==> src/rtl/approx_mult_pkg.sv <==
// approx_mult_pkg: shared FSM state type, default sizes and the split_add reference function
package approx_mult_pkg;
  localparam int DEF_WIDTH = 8;
  localparam int DEF_APPROX_BITS = 4;
  localparam int CNT_W = $clog2(DEF_WIDTH);
  typedef enum logic [1:0] {IDLE = 2'd0, RUN = 2'd1, DONE = 2'd2} state_t;
  // Low ab bits are ORed, the rest add exactly modulo 2^(pw-ab); results are limited to pw bits
  function automatic logic [63:0] split_add(input logic [63:0] x, input logic [63:0] y, input int pw, input int ab);
    logic [63:0] pw_m, lo_m;
    pw_m = (pw >= 64) ? '1 : (64'd1 << pw) - 64'd1;
    lo_m = ((ab >= 64) ? '1 : (64'd1 << ab) - 64'd1) & pw_m;
    return (((x | y) & lo_m) | (((x & ~lo_m) + (y & ~lo_m)) & ~lo_m)) & pw_m;
  endfunction
endpackage

==> src/rtl/approx_seq_mult_if.sv <==
// approx_seq_mult_if: start/done handshake and operand/product bus of the multiplier
interface approx_seq_mult_if import approx_mult_pkg::*; #(parameter int WIDTH = DEF_WIDTH);
  logic start;
  logic [WIDTH-1:0] a, b;
  logic busy, done;
  logic [2*WIDTH-1:0] p;
  modport master (output start, a, b, input busy, done, p);
  modport slave (input start, a, b, output busy, done, p);
endinterface

==> src/rtl/approx_split_add.sv <==
// approx_split_add: OR-combined low field, ripple full-adder high field with no carry between them
module approx_split_add #(
  parameter int WIDTH = 8,
  parameter int APPROX_BITS = 4
) (
  input  logic [2*WIDTH-1:0] i_x,
  input  logic [2*WIDTH-1:0] i_y,
  output logic [2*WIDTH-1:0] o_sum
);
  localparam int HW = 2*WIDTH - APPROX_BITS;
  generate
    if (APPROX_BITS > 0) begin : g_lo
      assign o_sum[APPROX_BITS-1:0] = i_x[APPROX_BITS-1:0] | i_y[APPROX_BITS-1:0];
    end
    if (HW > 0) begin : g_hi
      logic [HW-1:0] w_c;
      assign w_c[0] = 1'b0;
      for (genvar i = 0; i < HW; i++) begin : g_fa
        logic w_a, w_b;
        assign w_a = i_x[APPROX_BITS+i];
        assign w_b = i_y[APPROX_BITS+i];
        assign o_sum[APPROX_BITS+i] = w_a ^ w_b ^ w_c[i];
        if (i < HW-1) begin : g_c
          assign w_c[i+1] = (w_a & w_b) | (w_c[i] & (w_a ^ w_b));
        end
      end
    end
  endgenerate
endmodule

==> src/rtl/approx_seq_mult.sv <==
// approx_seq_mult: iterative shift-and-add multiplier with approximate low product bits
module approx_seq_mult import approx_mult_pkg::*; #(
  parameter int WIDTH = DEF_WIDTH,
  parameter int APPROX_BITS = DEF_APPROX_BITS
) (
  input logic clk,
  input logic rst_n,
  approx_seq_mult_if.slave bus
);
  localparam int PW = 2*WIDTH;
  localparam int CW = $clog2(WIDTH) > CNT_W ? $clog2(WIDTH) : CNT_W;
  state_t r_state, w_next;
  logic [PW-1:0] r_mcand, r_acc, r_p, w_addend, w_sum;
  logic [WIDTH-1:0] r_mplier;
  logic [CW-1:0] r_cnt;
  logic w_last, w_accept;
  assign w_accept = r_state == IDLE && bus.start;
  assign w_last = r_cnt == CW'(WIDTH-1);
  assign w_addend = r_mplier[r_cnt] ? r_mcand << r_cnt : '0;
  approx_split_add #(.WIDTH(WIDTH), .APPROX_BITS(APPROX_BITS)) u_add (
    .i_x(r_acc),
    .i_y(w_addend),
    .o_sum(w_sum)
  );
  always_ff @(posedge clk)
    r_state <= !rst_n ? IDLE : w_next;
  always_comb begin
    w_next = r_state;
    if (w_accept) w_next = RUN;
    if (r_state == RUN && w_last) w_next = DONE;
    if (r_state == DONE) w_next = IDLE;
  end
  always_ff @(posedge clk) begin
    if (!rst_n) begin
      r_mcand <= '0;
      r_mplier <= '0;
      r_acc <= '0;
      r_cnt <= '0;
      r_p <= '0;
    end else if (w_accept) begin
      r_mcand <= {{WIDTH{1'b0}}, bus.a};
      r_mplier <= bus.b;
      r_acc <= '0;
      r_cnt <= '0;
    end else if (r_state == RUN) begin
      r_acc <= w_sum;
      r_cnt <= r_cnt + 1'b1;
      if (w_last) r_p <= w_sum;
    end
  end
  assign bus.busy = r_state != IDLE;
  assign bus.done = r_state == DONE;
  assign bus.p = r_p;
endmodule

==> src/flat_wrapper.sv <==
// flat-port wrapper written by rule: the top's interface ports become plain ports
module approx_seq_mult_flat import approx_mult_pkg::*;
#(
  parameter int WIDTH = DEF_WIDTH,
  parameter int APPROX_BITS = DEF_APPROX_BITS
)
  (clk, rst_n, bus_start, bus_a, bus_b, bus_busy, bus_done, bus_p);
  approx_seq_mult_if #(.WIDTH(WIDTH)) bus_i ();
  input logic clk;
  input logic rst_n;
  input wire logic [$bits(bus_i.start)-1:0] bus_start;
  input wire logic [$bits(bus_i.a)-1:0] bus_a;
  input wire logic [$bits(bus_i.b)-1:0] bus_b;
  output wire logic [$bits(bus_i.busy)-1:0] bus_busy;
  output wire logic [$bits(bus_i.done)-1:0] bus_done;
  output wire logic [$bits(bus_i.p)-1:0] bus_p;
  assign bus_i.start = bus_start;
  assign bus_i.a = bus_a;
  assign bus_i.b = bus_b;
  assign bus_busy = bus_i.busy;
  assign bus_done = bus_i.done;
  assign bus_p = bus_i.p;
  approx_seq_mult #(.WIDTH(WIDTH), .APPROX_BITS(APPROX_BITS)) u_core (.clk(clk), .rst_n(rst_n), .bus(bus_i));
endmodule
==> config.mk <==
export PLATFORM = sky130hd
export DESIGN_NAME = approx_seq_mult_flat
export DESIGN_NICKNAME = d
export VERILOG_FILES = /design/src/rtl/approx_mult_pkg.sv /design/src/rtl/approx_seq_mult_if.sv /design/src/rtl/approx_split_add.sv /design/src/rtl/approx_seq_mult.sv /design/src/flat_wrapper.sv
export SDC_FILE = /design/constraint.sdc
export NUM_CORES = 1
export LEC_CHECK = 0
export ABC_CLOCK_PERIOD_IN_PS = 6400
export CORE_UTILIZATION = 45
export CTS_BUF_LIST = sky130_fd_sc_hd__clkbuf_4 sky130_fd_sc_hd__clkbuf_8
export DETAILED_ROUTE_END_ITERATION = 6
export MAX_ROUTING_LAYER = met4
export PLACE_DENSITY = 0.73
export SETUP_SLACK_MARGIN = 0.02
export SLEW_MARGIN = 20
export SYNTH_ARGS = -nofsm -noshare
export SYNTH_HDL_FRONTEND = slang
export SYNTH_SLANG_ARGS = --single-unit
==> constraint.sdc <==
create_clock -name clk -period 6.4 [get_ports clk]
set_clock_uncertainty 0.1 [all_clocks]
set_input_delay 1.28 -clock clk [delete_from_list [all_inputs] [get_ports clk]]
set_output_delay 1.28 -clock clk [all_outputs]
set_load 0.02 [all_outputs]
==> summary.md, run 1 <==
| Metric | Value |
|---|---|
| Tot GR Track Use | 0.2076 |
| Post-synthesis to final-layout area growth | 20.41% |
| Worst r2r path cells | 19 |
| Worst path bufs/invs | 4 |
| Largest net degree at the start of global routing | 37 |
| Via count of the first global-routing pass | 2,031 |
| RD Place Congestion | 0.8592 |
| Switching part of the total | 0.2405 |
| Largest fanout on the critical path | 10 |
| Hold path cells | 2 |
| 1st-iter DRT viols | 141 |
| Yosys warnings | 0 |
| Port buffer count | 36 |
| Synth cell types | 39 |
| Via count | 2,083 |
| Hold buffer count at cts | 0 |
| Slew @ Worst Pin | 0.6733 ns |
| Die boundary width | 78.27 um |
| PD cells | 205.2 mW/mm^2 |
| EDFF count, synth | 0 |
| Critical Path RT | 6.52 ns |
| Async SR Flop Fraction | 0 |
| Starting Density | 0.4724 |
| Crit-path cells | buf_4 -> mux2i_4 -> mux2_4 -> o32ai_1 -> ha_1 -> inv_1 -> fa_1 -> inv_1 -> fa_1 -> fa_1 -> fa_1 -> fa_1 -> fa_1 -> fa_1 -> fa_1 -> fa_1 -> inv_1 -> fa_1 -> a211oi_1 |
| Clock buffer depth | 2 |
| Initial antenna violation count | 0 |
| Mapped Cells | 303 |
| Worst EP arrival | 6.16 ns |
| Rel. slew slack | 0.5500 |
| Clock transition at path regs | 0.10 ns |
| DR WL/cell | 13.52 um |
| Syn_area_per_cell | 8.639 sq um |
| H-tree levels | 2 |
| FMAX | 165.6 MHz |
| CTS Buf Count | 5 |
| Cell area after synthesis | 0.002618 sq mm |
| Combinational Power Share | 0.106 |
| Final nets | 364 |
| Most frequent cells in the layout | nand2_1 (86), dfxtp_1 (52), clkdlybuf4s50_1 (36) |
| DRT antenna net count | 0 |
| Top delay family on crit path | adder cells |
| Leak Pwr | 1.155 nW |
| Layout cells sized above 1 | 0.08108 |
| VDD IR max | 0.1201 mV |
| Worst hold path type | register to register |
| Vias per cell | 5.143 |
| Slew Limit Fails | 0 |
| Site row count | 27 |
| Max stage delay on crit path | 0.45 ns |
| Placed Instance Area | 0.003013 sq mm |
| Critical path startpoint category | register |
| Slowest stage cell, crit path | fa_1 |
| Die height | 78.27 um |
| #FFs+latches synth | 53 |
| WS Path Type | register to register |
| Most common cell after layout, fill and taps aside | nand2_1 |
| NetSw | 155.5 uW |
| Seq/Total Area, Yosys | 0.4054 |
| Max Cap Violations | 0 |
| Antenna cells | 0 |
| Final setup viols | 0 |
| WP depth | 19 |
| First-pass GRT wire length | 9660 um |
| RSZ-0062 raised after global routing | false |
| Main synth FF type | dfxtp_1 |
| Final count of hold timing violations | 0 |
| Die Area | 0.006125 sq mm |
| Drt pass-1 iters | 4 |
| WL final | 5475 um |
| Final instance area | 0.003152 sq mm |
| Fin crit period | 6.038 ns |
| Setup_tns | 0 ns |
| TritonCTS clock tree | built |
| Net Count, Synth | 335 |
| # DRC | 0 |
| P_int | 491.2 uW |
| Global route overflow | 0 |
| Status | finished clean |
| HPWL after DPL | 4066 um |
| Nature of the critical path endpoint | register |
| TritonCTS Sinks | 53 |
| Clock share of power | 0.359 |
| Clock root buffer | clkbuf_8 |
| Final Power | 646.8 uW |
| Clock latency at the later pin of the worst-skew pair | 0.31 ns |
| Final Cycle Share | 0.9435 |
| Core area | 0.005540 sq mm |
| Sequential Power Share | 0.536 |
| Most used cell, CP | fa_1 |
| Total I/O pin count | 37 |
==> state kept, by name, indices dropped and copies added, names as in the netlist <==
name / count
u_core.bus.p: 16
u_core.r_acc: 16
u_core.r_mcand: 8
u_core.r_mplier: 8
u_core.r_cnt: 3
u_core.r_state: 2
==> cells by family after synthesis <==
kind of cell    count (synthesis)  share of synthesized area
compound gates                 68                     0.1716
xor+xnor                        3                    0.01004
fa+ha+maj                      13                    0.09082
buf+inv                        30                    0.05115
flops                          53                     0.4054
mux                            15                    0.07744
simple gates                  121                     0.1936
==> layout make-up <==
class	instances	area, sq um
clock inverters	2	38.79
multi-input cells	220	1443
clock buffers	6	76.32
flip-flops and latches	53	1065
well taps	72	90.09
repair buffers	41	397.9
fillers	521	2389
inverters	11	41.29
==> worst reg2reg max path: stages (launching register included) <==
cell      delay, ns
dfxtp_4        0.42
buf_4          0.22
mux2i_4        0.28
mux2_4         0.22
o32ai_1        0.09
ha_1           0.22
inv_1          0.08
fa_1           0.18
inv_1          0.06
fa_1           0.42
fa_1           0.43
fa_1           0.43
fa_1           0.45
fa_1           0.43
fa_1           0.42
fa_1           0.42
fa_1           0.39
inv_1          0.07
fa_1           0.42
a211oi_1       0.19
==> layer usage <==
layer	up-vias	global-route usage	wire [um]
li1	1072	-	-
met1	961	0.2594	2537
met5	-	-	0
met2	41	0.3254	2579
met3	9	0.05000	264
met4	0	0.07963	93
==> cells in the mapped netlist (2+ instances only) <==
cell type | number | area share
a211oi_1 | 2 | 0.0057
a21boi_0 | 26 | 0.075
a21oi_1 | 16 | 0.031
a31oi_1 | 5 | 0.012
buf_1 | 2 | 0.0029
buf_2 | 7 | 0.013
clkbuf_1 | 7 | 0.010
dfxtp_1 | 53 | 0.41
fa_1 | 10 | 0.076
ha_1 | 3 | 0.014
inv_1 | 10 | 0.014
mux2_2 | 6 | 0.026
mux2i_1 | 6 | 0.023
mux4_1 | 2 | 0.020
nand2_1 | 86 | 0.12
nand2b_1 | 3 | 0.0072
nand3_1 | 6 | 0.011
nor2_1 | 14 | 0.020
nor2b_1 | 4 | 0.0096
o211a_1 | 3 | 0.011
o21ai_0 | 8 | 0.015
o22ai_1 | 3 | 0.0072
o31ai_1 | 3 | 0.0086
xnor2_1 | 3 | 0.010
==> power by group through the flow <==
stage / Combinational [mW] / Sequential [mW] / Clock (mW)
final: 0.0683 / 0.346 / 0.232
after global routing: 0.0761 / 0.348 / 0.250
after CTS: 0.0671 / 0.346 / 0.235
after detailed placement: 0.0669 / 0.354 / 0
after global placement: 0.0653 / 0.353 / 0
after floorplan: 0.0466 / 0.350 / 0
==> final timing paths <==
kind / endpoint / start / slack (ns)
worst max-delay path: u_core.r_acc[14] / u_core.r_cnt[0] / 0.36
worst min-delay path: u_core.bus.p[15] / u_core.bus.p[15] / 0.36
worst max register to register: u_core.r_acc[14] / u_core.r_cnt[0] / 0.36
worst min register to register: u_core.bus.p[15] / u_core.bus.p[15] / 0.36
==> through the flow <==
| stage | hold WS [ns] | worst slack, ns | cells | util |
|---|---|---|---|---|
| floorplan | 0.3376 | 0.5802 | 303 | - |
| global placement | 0.3417 | 0.2663 | 397 | 0.5438 |
| detailed placement | 0.3494 | 0.02678 | 397 | 0.5438 |
| CTS | 0.3633 | 0.02053 | 405 | 0.5646 |
| global route | 0.3892 | 0.02771 | 405 | 0.5689 |
| finish | 0.3600 | 0.3617 | 405 | 0.5689 |
==> timing repair <==
action / in CTS / in global routing
setup buffers: 0 / 0
gates resized for setup: 0 / 6
endpoints found under the setup margin: 0 / 4
Power figures use the tool's default switching activity.
==> inputs of run 2 (changes only) <==
--- a/config.mk
+++ b/config.mk
@@ -7,7 +7,6 @@
 export LEC_CHECK = 0
 export ABC_CLOCK_PERIOD_IN_PS = 6400
 export CORE_UTILIZATION = 45
-export CTS_BUF_LIST = sky130_fd_sc_hd__clkbuf_4 sky130_fd_sc_hd__clkbuf_8
 export DETAILED_ROUTE_END_ITERATION = 6
 export MAX_ROUTING_LAYER = met4
 export PLACE_DENSITY = 0.73
==> run 2 against run 1 <==
Clock-buffer cell count did not move. Core utilization fell by 0.068 points. Critical path depth is the same. Sequential power is essentially flat. Sequential share of layout area barely moved. Register-to-register slack hardly changed. Critical path type unchanged. Sequential cell count unchanged. Power shrank 0.59%. Largest cell class unchanged. Non-clock buffer count stayed put. Fmax barely moved.
==> summary.md, run 2 (synthesis results as in run 1) <==
| Metric | Value |
|---|---|
| Util after Layout | 0.5682 (-0.0006780) |
| Most frequent cells in the layout | nand2_1 (86), dfxtp_1 (52), clkdlybuf4s50_1 (36) |
| DRT antenna net count | 0 (unchanged) |
| Die height | 78.27 um (unchanged) |
| PD cells | 204.2 mW/mm^2 (-0.47%) |
| Worst hold path type | register to register |
| Fin crit period | 6.037 ns (-0.001480 ns) |
| Slew Limit Fails | 0 (unchanged) |
| Most common cell after layout, fill and taps aside | nand2_1 |
| Global route overflow | 0 (unchanged) |
| # fillers | 522 (+0.19%) |
| First-pass GRT wire length | 9604 um (-0.58%) |
| Final count of hold timing violations | 0 (unchanged) |
| Drt pass-1 iters | 4 (unchanged) |
| Status | finished clean |
| Worst setup margin | 0.3632 ns (+0.001480 ns) |
| Final hold slack | 0.3596 ns (-0.0003810 ns) |
| Nature of the critical path endpoint | register |
| WS Path Type | register to register |
| Tot GR Track Use | 0.2066 (-0.001025) |
| Via count of the first global-routing pass | 2,043 (+0.59%) |
| TritonCTS clock tree | built |
| Max Cap Violations | 0 (unchanged) |
| H-tree levels | 2 (unchanged) |
| Via count | 2,093 (+0.48%) |
| Core area | 0.005540 sq mm (unchanged) |
| Setup Fix Bufs, Post-CTS | 0 (unchanged) |
| 1st-iter DRT viols | 132 (-6.4%) |
| Worst EP arrival | 6.16 ns (about the same) |
| Site row count | 27 (unchanged) |
| VDD IR max | 0.1194 mV (-0.56%) |
| Final Cycle Share | 0.9433 (about the same) |
| Placement Setup Slack | 0.02678 ns (unchanged) |
| Most used cell, CP | fa_1 |
| Largest fanout on the critical path | 10 (unchanged) |
| Slowest stage cell, crit path | fa_1 |
| Clock latency at the later pin of the worst-skew pair | 0.31 ns (about the same) |
| HPWL after DPL | 4066 um (unchanged) |
| R2R Path Start | u_core.r_cnt[0] |
| Post-synthesis to final-layout area growth | 20.27% |
| TritonCTS Sinks | 53 (unchanged) |
| Clock root buffer | clkbuf_8 |
| Placed instance count | 397 (unchanged) |
| Layout cells sized above 1 | 0.07808 (-0.003003) |
| Starting Density | 0.4724 (unchanged) |
| Worst r2r path cells | 19 (unchanged) |
| CTS Buf Count | 5 (unchanged) |
| Max stage delay on crit path | 0.45 ns (about the same) |
| Hold buffer count at cts | 0 (unchanged) |
| Flop-to-flop setup slack | 0.36 ns (about the same) |
| Final nets | 364 (unchanged) |
| Die boundary width | 78.27 um (unchanged) |
| Clock buffer depth | 2 (unchanged) |
| Vias per cell | 5.168 (+0.48%) |
| Critical path startpoint category | register |
| Critical Path RT | 6.53 ns (about the same) |
| Crit-path cells | buf_4 -> mux2i_4 -> mux2_4 -> o32ai_1 -> ha_1 -> inv_1 -> fa_1 -> inv_1 -> fa_1 -> fa_1 -> fa_1 -> fa_1 -> fa_1 -> fa_1 -> fa_1 -> fa_1 -> inv_1 -> fa_1 -> a211oi_1 |
| Critical Path Start | u_core.r_cnt[0] |
| Largest net degree at the start of global routing | 37 (unchanged) |
| DR WL/cell | 13.53 um (about the same) |
| Rel. slew slack | 0.5569 (+0.006882) |
| Setup_tns | 0 ns (unchanged) |
| WL final | 5478 um (about the same) |
| RSZ-0062 raised after global routing | false |
| Clock transition at path regs | 0.10 ns (about the same) |
| Final setup viols | 0 (unchanged) |
| Total I/O pin count | 37 (unchanged) |
| Initial antenna violation count | 0 (unchanged) |
| Slew @ Worst Pin | 0.6630 ns (-0.01030 ns) |
| CP Capture Point | u_core.r_acc[14] |
| Die Area | 0.006125 sq mm (unchanged) |
| Fin cells | 405 (unchanged) |
| FMAX | 165.7 MHz (about the same) |
| RD Place Congestion | 0.8592 (unchanged) |
| Leak Pwr | 1.151 nW (-0.30%) |
| # DRC | 0 (unchanged) |
| Port buffer count | 36 (unchanged) |
| Reg-to-Reg End | u_core.r_acc[14] |
| HP Start | u_core.bus.p[15] |
| Antenna cells | 0 (unchanged) |
==> run 2: how the worst min path moves through the flow <==
stage,to,depth (start not counted),slack [ns]
floorplan,u_core.r_acc[0],2,0.34
global placement,u_core.bus.p[15],2,0.34
detailed placement,u_core.bus.p[15],2,0.35
CTS,u_core.bus.p[15],2,0.36
global route,u_core.bus.p[15],2,0.39
finish,u_core.bus.p[15],2,0.36
==> run 2: layout make-up <==
| type | count | area (sq um) | share of cell area |
|---|---|---|---|
| multi-input combinational | 220 | 1443 | 0.4583 |
| sequential | 53 | 1065 | 0.3382 |
| timing repair buffer | 41 | 397.9 | 0.1264 |
| tap | 72 | 90.09 | 0.02862 |
| clock buffer | 6 | 72.57 | 0.02305 |
| inverter | 11 | 41.29 | 0.01312 |
| clock inverter | 2 | 38.79 | 0.01232 |
==> run 2: critical path: cells and delay by family, from the launching register on <==
kind | cells | cell delay, ns
buf+inv | 4 | 0.43
fa+ha+maj | 11 | 4.21
mux | 2 | 0.50
flops | 1 | 0.42
compound gates | 2 | 0.28
==> run 2: what timing repair did <==
action                                  CTS  global route
endpoints found under the setup margin    1             4
endpoints found under the hold margin     0             0
gates resized for setup                   1             5
==> run 2: power by group <==
part,total (mW),internal (mW),switching [mW]
clock,0.228,0.118,0.111
sequential,0.346,0.338,0.00881
combinational,0.0683,0.0318,0.0365
==> run 2: through the flow <==
step	power, mW	instance area (sq um)
after detailed placement	0.4204	3013
after global routing	0.6679	3148
after floorplan	0.3963	2618
after global placement	0.4181	3013
after CTS	0.6443	3126
final	0.6429	3148
==> run 2: routing by layer <==
| metal | vias to the layer above | share of wire | global-route usage |
|---|---|---|---|
| li1 | 1072 | - | - |
| met1 | 967 | 0.46 | 0.2616 |
| met2 | 40 | 0.47 | 0.3254 |
| met3 | 14 | 0.042 | 0.03372 |
| met4 | 0 | 0.022 | 0.09259 |
| met5 | - | 0 | - |
==> inputs of run 3 (changes only) <==
--- a/config.mk
+++ b/config.mk
@@ -15,3 +15,4 @@
 export SYNTH_ARGS = -nofsm -noshare
 export SYNTH_HDL_FRONTEND = slang
 export SYNTH_SLANG_ARGS = --single-unit
+export TNS_END_PERCENT = 30
==> results of run 3 <==
Final layout, timing and power as in run 2 (identical DEF).
